[config.mk]
export PLATFORM = sky130hd
export DESIGN_NAME = dual_rail_zero_counter
export DESIGN_NICKNAME = d
export VERILOG_FILES = /design/src/rtl/dual_rail_zero_counter.sv
export SDC_FILE = /design/constraint.sdc
export NUM_CORES = 1
export LEC_CHECK = 0
export BUFFER_PORTS_ARGS = -buffer_cell sky130_fd_sc_hd__buf_2
export CAP_MARGIN = 40
export CORE_AREA = 3 3 40 42
export CTS_BUF_LIST = sky130_fd_sc_hd__clkbuf_8 sky130_fd_sc_hd__clkbuf_16
export CTS_CLUSTER_DIAMETER = 150
export DETAILED_ROUTE_END_ITERATION = 10
export DIE_AREA = 0 0 43 45
export PLACE_DENSITY = 0.57
export SETUP_SLACK_MARGIN = 0.4
export SLEW_MARGIN = 30
export SYNTH_ARGS = -nofsm -noshare
export SYNTH_HDL_FRONTEND = slang
export SYNTH_SLANG_ARGS = --single-unit
[constraint.sdc]
create_clock -name clk -period 3.1 [get_ports clk]
set_input_delay 0.465 -clock clk [delete_from_list [all_inputs] [get_ports clk]]
set_output_delay 0.465 -clock clk [all_outputs]
set_load 0.1 [all_outputs]
[src/rtl/dual_rail_zero_counter.sv]
// Synchronised dual-rail token counter: tallies zero-valued lanes modulo MOD over a
// four-phase return-to-zero handshake and reports a dual-rail residue flag plus the count.
module dual_rail_zero_counter #(
   parameter int WIDTH       = 1,
   parameter int MOD         = 2,
   parameter int SYNC_STAGES = 2,
   localparam int CW         = ($clog2(MOD) > 1) ? $clog2(MOD) : 1
) (
   input  logic             clk,
   input  logic             rst_n,
   input  logic [WIDTH-1:0] bit1,
   input  logic [WIDTH-1:0] bit0,
   input  logic             clear,
   output logic             parity0,
   output logic             parity1,
   output logic [CW-1:0]    zero_count,
   output logic             error
);

   localparam int SW = $clog2(MOD + WIDTH);
   localparam int ZW = $clog2(WIDTH + 1);
   localparam logic [SW-1:0] MOD_W = SW'(MOD);

   typedef enum logic [2:0] {
      NULL_WAIT,
      EVAL,
      OUT_SET,
      OUT_CLR,
      ERROR
   } state_t;

   state_t           state_q, state_d;
   logic [CW-1:0]    count_q, count_d;
   logic             p0_q, p0_d;
   logic             p1_q, p1_d;
   logic             error_q, error_d;

   logic [WIDTH-1:0] sync1_q [SYNC_STAGES];
   logic [WIDTH-1:0] sync0_q [SYNC_STAGES];
   logic [WIDTH-1:0] s1, s0;
   logic             all_valid, any_illegal, all_null;
   logic [ZW-1:0]    z;
   logic [SW-1:0]    sum;
   logic [CW-1:0]    sum_mod;

   // NOTE: the synchroniser array is tiny, so every stage is reset; a reset-less
   // RAM would keep stale rails across rst_n and could fake a codeword.
   always_ff @(posedge clk or negedge rst_n) begin
      if (!rst_n) begin
         for (int i = 0; i < SYNC_STAGES; i++) begin
            sync1_q[i] <= '0;
            sync0_q[i] <= '0;
         end
      end else begin
         sync1_q[0] <= bit1;
         sync0_q[0] <= bit0;
         for (int i = 1; i < SYNC_STAGES; i++) begin
            sync1_q[i] <= sync1_q[i-1];
            sync0_q[i] <= sync0_q[i-1];
         end
      end
   end

   assign s1          = sync1_q[SYNC_STAGES-1];
   assign s0          = sync0_q[SYNC_STAGES-1];
   assign all_valid   = &(s1 ^ s0);
   assign any_illegal = |(s1 & s0);
   assign all_null    = ~|(s1 | s0);

   always_comb begin
      z = '0;
      for (int i = 0; i < WIDTH; i++) begin
         z = z + ZW'(s0[i]);
      end
      sum     = SW'(count_q) + SW'(z);
      sum_mod = CW'(sum % MOD_W);
   end

   // NOTE: every next-state variable gets its hold value first, so no path through
   // the case statement leaves one unassigned and infers a latch.
   always_comb begin
      state_d = state_q;
      count_d = count_q;
      p0_d    = p0_q;
      p1_d    = p1_q;
      error_d = error_q;
      case (state_q)
         NULL_WAIT: begin
            if (clear) count_d = '0;
            if (any_illegal)    state_d = ERROR;
            else if (all_valid) state_d = EVAL;
         end
         EVAL: begin
            count_d = sum_mod;
            p0_d    = (sum_mod == '0);
            p1_d    = (sum_mod != '0);
            state_d = OUT_SET;
         end
         OUT_SET: begin
            if (any_illegal)   state_d = ERROR;
            else if (all_null) state_d = OUT_CLR;
         end
         OUT_CLR: state_d = NULL_WAIT;
         ERROR:   state_d = ERROR;
         default: state_d = NULL_WAIT;
      endcase
      // Result rails may only be high while the token is being presented.
      if (state_d != OUT_SET) begin
         p0_d = 1'b0;
         p1_d = 1'b0;
      end
      if (state_d == ERROR) error_d = 1'b1;
   end

   // NOTE: state registers use non-blocking assignments so all flops update together
   // from values sampled at the same edge.
   always_ff @(posedge clk or negedge rst_n) begin
      if (!rst_n) begin
         state_q <= NULL_WAIT;
         count_q <= '0;
         p0_q    <= 1'b0;
         p1_q    <= 1'b0;
         error_q <= 1'b0;
      end else begin
         state_q <= state_d;
         count_q <= count_d;
         p0_q    <= p0_d;
         p1_q    <= p1_d;
         error_q <= error_d;
      end
   end

   assign parity0    = p0_q;
   assign parity1    = p1_q;
   assign zero_count = count_q;
   assign error      = error_q;

endmodule

Yosys cells after proc, flatten, opt, wreduce, memory -nomap -nowiden
Cells that the tools add are included.
{ "totals": {"regBits": 11, "output_inout_bits": 4, "wordCells": 35} }
{ "classes": {"addsub": 1, "n_eq_ne": 6, "mux": 11, "bitwise_logic": 4, "n_reduce_logical": 4} }
{ "ops": {"columns": ["op", "n"], "rows": [
  ["2-to-1 mux 3 bit", 4],
  ["case mux 3 bit (4 select lines)", 1],
  ["== test 3 bit, second input constant", 2],
  ["2-to-1 mux 1 bit", 5],
  ["nonzero test 2 bit", 2],
  ["== test 3 x 1 -> 1 bit, second input constant", 1],
  ["== test 3 x 2 -> 1 bit, second input constant", 1],
  ["logical NOT 3 bit", 1],
  ["inequality test 3 x 2 -> 1 bit, second input constant", 1],
  ["inequality test 2 bit, second input constant", 1],
  ["case mux 1 bit (2 select lines)", 1],
  ["AND reduction 2 bit", 1],
  ["adder 1 bit", 1],
  ["AND 1 bit", 1],
  ["NOT 1 bit", 1],
  ["bitwise OR 1 bit", 1],
  ["bitwise XOR 1 bit", 1]
]} }

Logic depth before layout (Yosys ltp)
{ "depth": {"ltp_word": 6, "depth_mapped": 5, "depth_no_buf": 5} }

Worst setup path after synthesis
OpenSTA, ideal clock, no wires.
{ "synth_path": {"path_type": "flip-flop to flip-flop", "start": "register count_q, in the netlist zero_count", "end": "register p1_q, in the netlist parity1", "arrival_time_ns": 1.673, "required_ns": 2.979, "path_slack_ns": 1.306, "path_stages_with_launch": 4, "synth_period_minus_slack_ns": 1.794, "cell_sequence": "dfrtp_1 -> nor2b_1 -> or4_4 -> o211a_1"} }
{ "synth_between": {"elab_chain_cells": 3} }
{ "synth_rtl": {"columns": ["element", "line_no", "text"], "rows": [
  ["start, declared", "33", "logic [CW-1:0] count_q, count_d;"],
  ["start signal, assigned", "126", "count_q <= count_d;"],
  ["adder 1 bit", "75", "sum = SW'(count_q) + SW'(z);"],
  ["2-to-1 mux 1 bit", "87", "case (state_q)"],
  ["2-to-1 mux 1 bit", "108", "if (state_d != OUT_SET) begin"],
  ["end signal, assigned", "128", "p1_q <= p1_d;"],
  ["end, declared", "35", "logic p1_q, p1_d;"]
]} }
Every way passes these cells. The select of a mux whose other input is x is not followed.
A chain may end at the register's enable or synchronous reset.

Worst setup path in the final report
{ "layout_path": {"start": "register sync0_q, in the netlist s0", "end": "register p0_q, in the netlist parity0"} }
{ "layout_between": {"elab_chain_cells": 6, "elab_cells_between_ends": 14} }
{ "layout_rtl": {"columns": ["element", "line_no", "text"], "rows": [
  ["start, declared", "39", "logic [WIDTH-1:0] sync0_q [SYNC_STAGES];"],
  ["start signal, assigned by index", "59", "sync0_q[i] <= sync0_q[i-1];"],
  ["bitwise OR 1 bit / bitwise XOR 1 bit (equally long branches)", "68, 66", null],
  ["2-to-1 mux 3 bit (on tied branches)", "101, 91", null],
  ["2-to-1 mux 3 bit (on tied branches)", "100, 90", null],
  ["case mux 3 bit (4 select lines)", "87", null],
  ["inequality test 3 x 2 -> 1 bit", "108", null],
  ["2-to-1 mux 1 bit / nonzero test 2 bit (equally long branches)", null, null],
  ["end signal, assigned", "127", "p0_q <= p0_d;"],
  ["end, declared", "34", "logic p0_q, p0_d;"]
]} }
Several ways; a longest one is shown, not always the timed one. The select of a mux whose other input is x is not followed.

==> results.toml <==
[cts]
cts_setup_buffers = 0
cts_tree = "done"
cts_sinks = 11
cts-buffers-inserted = 3
clkTransAtPathRegs_ps = 50
cts_resized = 0
cts_hold_buf = 0
clk_latency_ps = 240
cts-htree-levels = 1
clockBufferDepth = 2
ctsRootBufferMaster = "clkbuf_8"

[synthesis]
synth_edf_count = 0
ys_ff_latch = 11
synth_top_area_share_pct = 58.0
synthArstFlopShare_pct = 100
synthFlopType = "dfrtp_1"
yosysUniqueCellTypes = 21
yosysMostFrequentCell = "dfrtp_1"
synth_cells = 39
yosys_warnings = 0
seq_area_frac_synth_pct = 58.0
synth_area_um2 = 474
synthTopCellsByArea = "dfrtp_1 58%, ha_1 5.3%, nor2_1 3.2%"
syn_area_per_cell_um2 = 12.2
syn-num-nets = 46
synth_commonest_cells = "11 x dfrtp_1, 4 x nor2_1"
synth_area_leader_cell = "dfrtp_1"

[die]
num_rows = 13
initial_core_util_pct = 36.9
core-area_um2 = 1280
pin_count = 9
fp.dieH_um = 45
die_w_um = 43
fp.dieArea_um2 = 1940

[place]
dp_cells = 61
hpwl_um = 601
port_buffers = 8
place_congestion = 0.733

[power_and_ir_drop]
ir_worst_vdd_v = 0.000417
p_per_area_nw_per_um2 = 864
p_leak_nw = 0.281

[hold_path]
hold_path_class = "primary input to asynchronous set/reset pin"

[timing]
max_slew_margin_pct = 67.7
hold_viol = 0
min_period_ps = 1590
max_clock_freq_mhz = 628
skew_ps = 4.56
slew_viol_final = 0
worst_pin_slew_ps = 487
rsz0062_at_grt = "no"
setup_tns_ps = 0
finalSetupViolations = 0
fin_crit_sh_pct = 51.4

[global_routing]
gr-total-overflow = 0
grt_usage_pct = 9.52
antenna_found_initial = 0
grt_max_degree = 12
first_global_vias = 315
grt_pass1_wl_um = 1300

[cells_and_area]
final_nets = 58
layoutNonFillerInstCount = 65
synthToLayoutAreaGrowth_pct = 21.1
fillCellCount = 125
fin_util_pct = 44.7
n_antenna_cell = 0
layout-drive-gt1-share_pct = 34.0

[routing]
routed_wl_um = 792
drc = 0
viasPerCell = 5.09
ant_nets = 0
dr_total_vias = 331
drt_iter0_drc = 2
dr.pass1.iters = 4
drt-wirelength-per-cell_um = 12.2

[worst_setup_path]
critPathArrivalTime_ps = 1760
worstPathRequired_ps = 3270
worstSetupPathType = "flop to flop"
cp-start-kind = "flop"
r2r_cells = 4
cp-end-kind = "flop"
cp_max_fo = 5

[run]
cap_violations = 0

[outcome]
status = "completed"
final timing paths:
kind                                      start                   end  slack [ps]
setup reg to reg                   s0$_DFF_PN0_   parity0$_DFFE_PN0P_        1510
setup / recovery                   s0$_DFF_PN0_   parity0$_DFFE_PN0P_        1510
hold / removal                            rst_n  state_q[1]$_DFF_PN0_          80
min in group clk                           bit1  sync1_q[1]$_DFF_PN0_         330
hold reg to reg            sync0_q[1]$_DFF_PN0_          s0$_DFF_PN0_         350
max in group asynchronous                 rst_n   parity1$_DFFE_PN0P_        2810
power by group:
part	internal, mW	total [mW]	switching (mW)	leakage (nW)
registers	0.169	0.215	0.0457	0.135
clock network	0.0884	0.145	0.0563	0.0255
logic	0.0466	0.136	0.0898	0.121
final cells by class:
| type | count | area (um2) | share of cell area, % |
|---|---|---|---|
| clock buffer | 3 | 41.3 | 7.19 |
| inverter | 2 | 7.51 | 1.31 |
| timing repair buffer | 8 | 40.0 | 6.97 |
| multi-input combinational | 25 | 186 | 32.5 |
| clock inverter | 1 | 5.00 | 0.871 |
| tap | 15 | 18.8 | 3.27 |
| sequential | 11 | 275 | 47.9 |
logic make-up after synthesis:
group | after synthesis | synth area share, %
simple gates | 14 | 19.3
flops | 11 | 58.0
compound gates | 8 | 12.7
buf+inv | 3 | 2.64
fa+ha+maj | 2 | 5.28
mux | 1 | 2.11
metrics by stage:
stage               area [um2]  worst slack [ps]  hold slack (ps)  total power [mW]
floorplan                  474              1310              169             0.326
global placement           528              1570              333             0.350
detailed placement         528              1540              337             0.354
CTS                        574              1510             94.4             0.499
global route               574              1440              102             0.523
finish                     574              1510             84.0             0.496
flip-flops by register name (all words and copies together) (netlist names):
name and cells:
error 1, zero_count 1, s0 1, sync0_q 1
parity0 1, s1 1, sync1_q 1, parity1 1
state_q 3
layer usage:
| metal | vias to the layer above | track usage, % | share of wire [%] |
|---|---|---|---|
| met5 | - | 0 | 0 |
| met4 | 0 | 5.42 | 0.63 |
| met3 | 2 | 5.18 | 8.3 |
| met2 | 13 | 15.0 | 49 |
| met1 | 155 | 10.2 | 42 |
| li1 | 161 | - | - |
worst max-delay path: stages (launching register included):
cell	delay [ps]
dfrtp_1	410
ha_1	230
or4b_1	550
a21oi_2	170
a21boi_2	160
cells in the final DEF (no fill, tap or decap), drive strengths merged, types with 2 or more instances in the layout:
| cell type | synthesis | final |
|---|---|---|
| a21oi | 2 | 2 |
| ha | 2 | 2 |
| buf | 1 | 8 |
| nor2b | 2 | 2 |
| clkbuf | 0 | 3 |
| nor2 | 4 | 4 |
| o21ai | 2 | 2 |
| inv | 2 | 2 |
| nand2 | 2 | 2 |
| dfrtp | 11 | 11 |
Note: power is estimated with default switching activity, not from simulation.
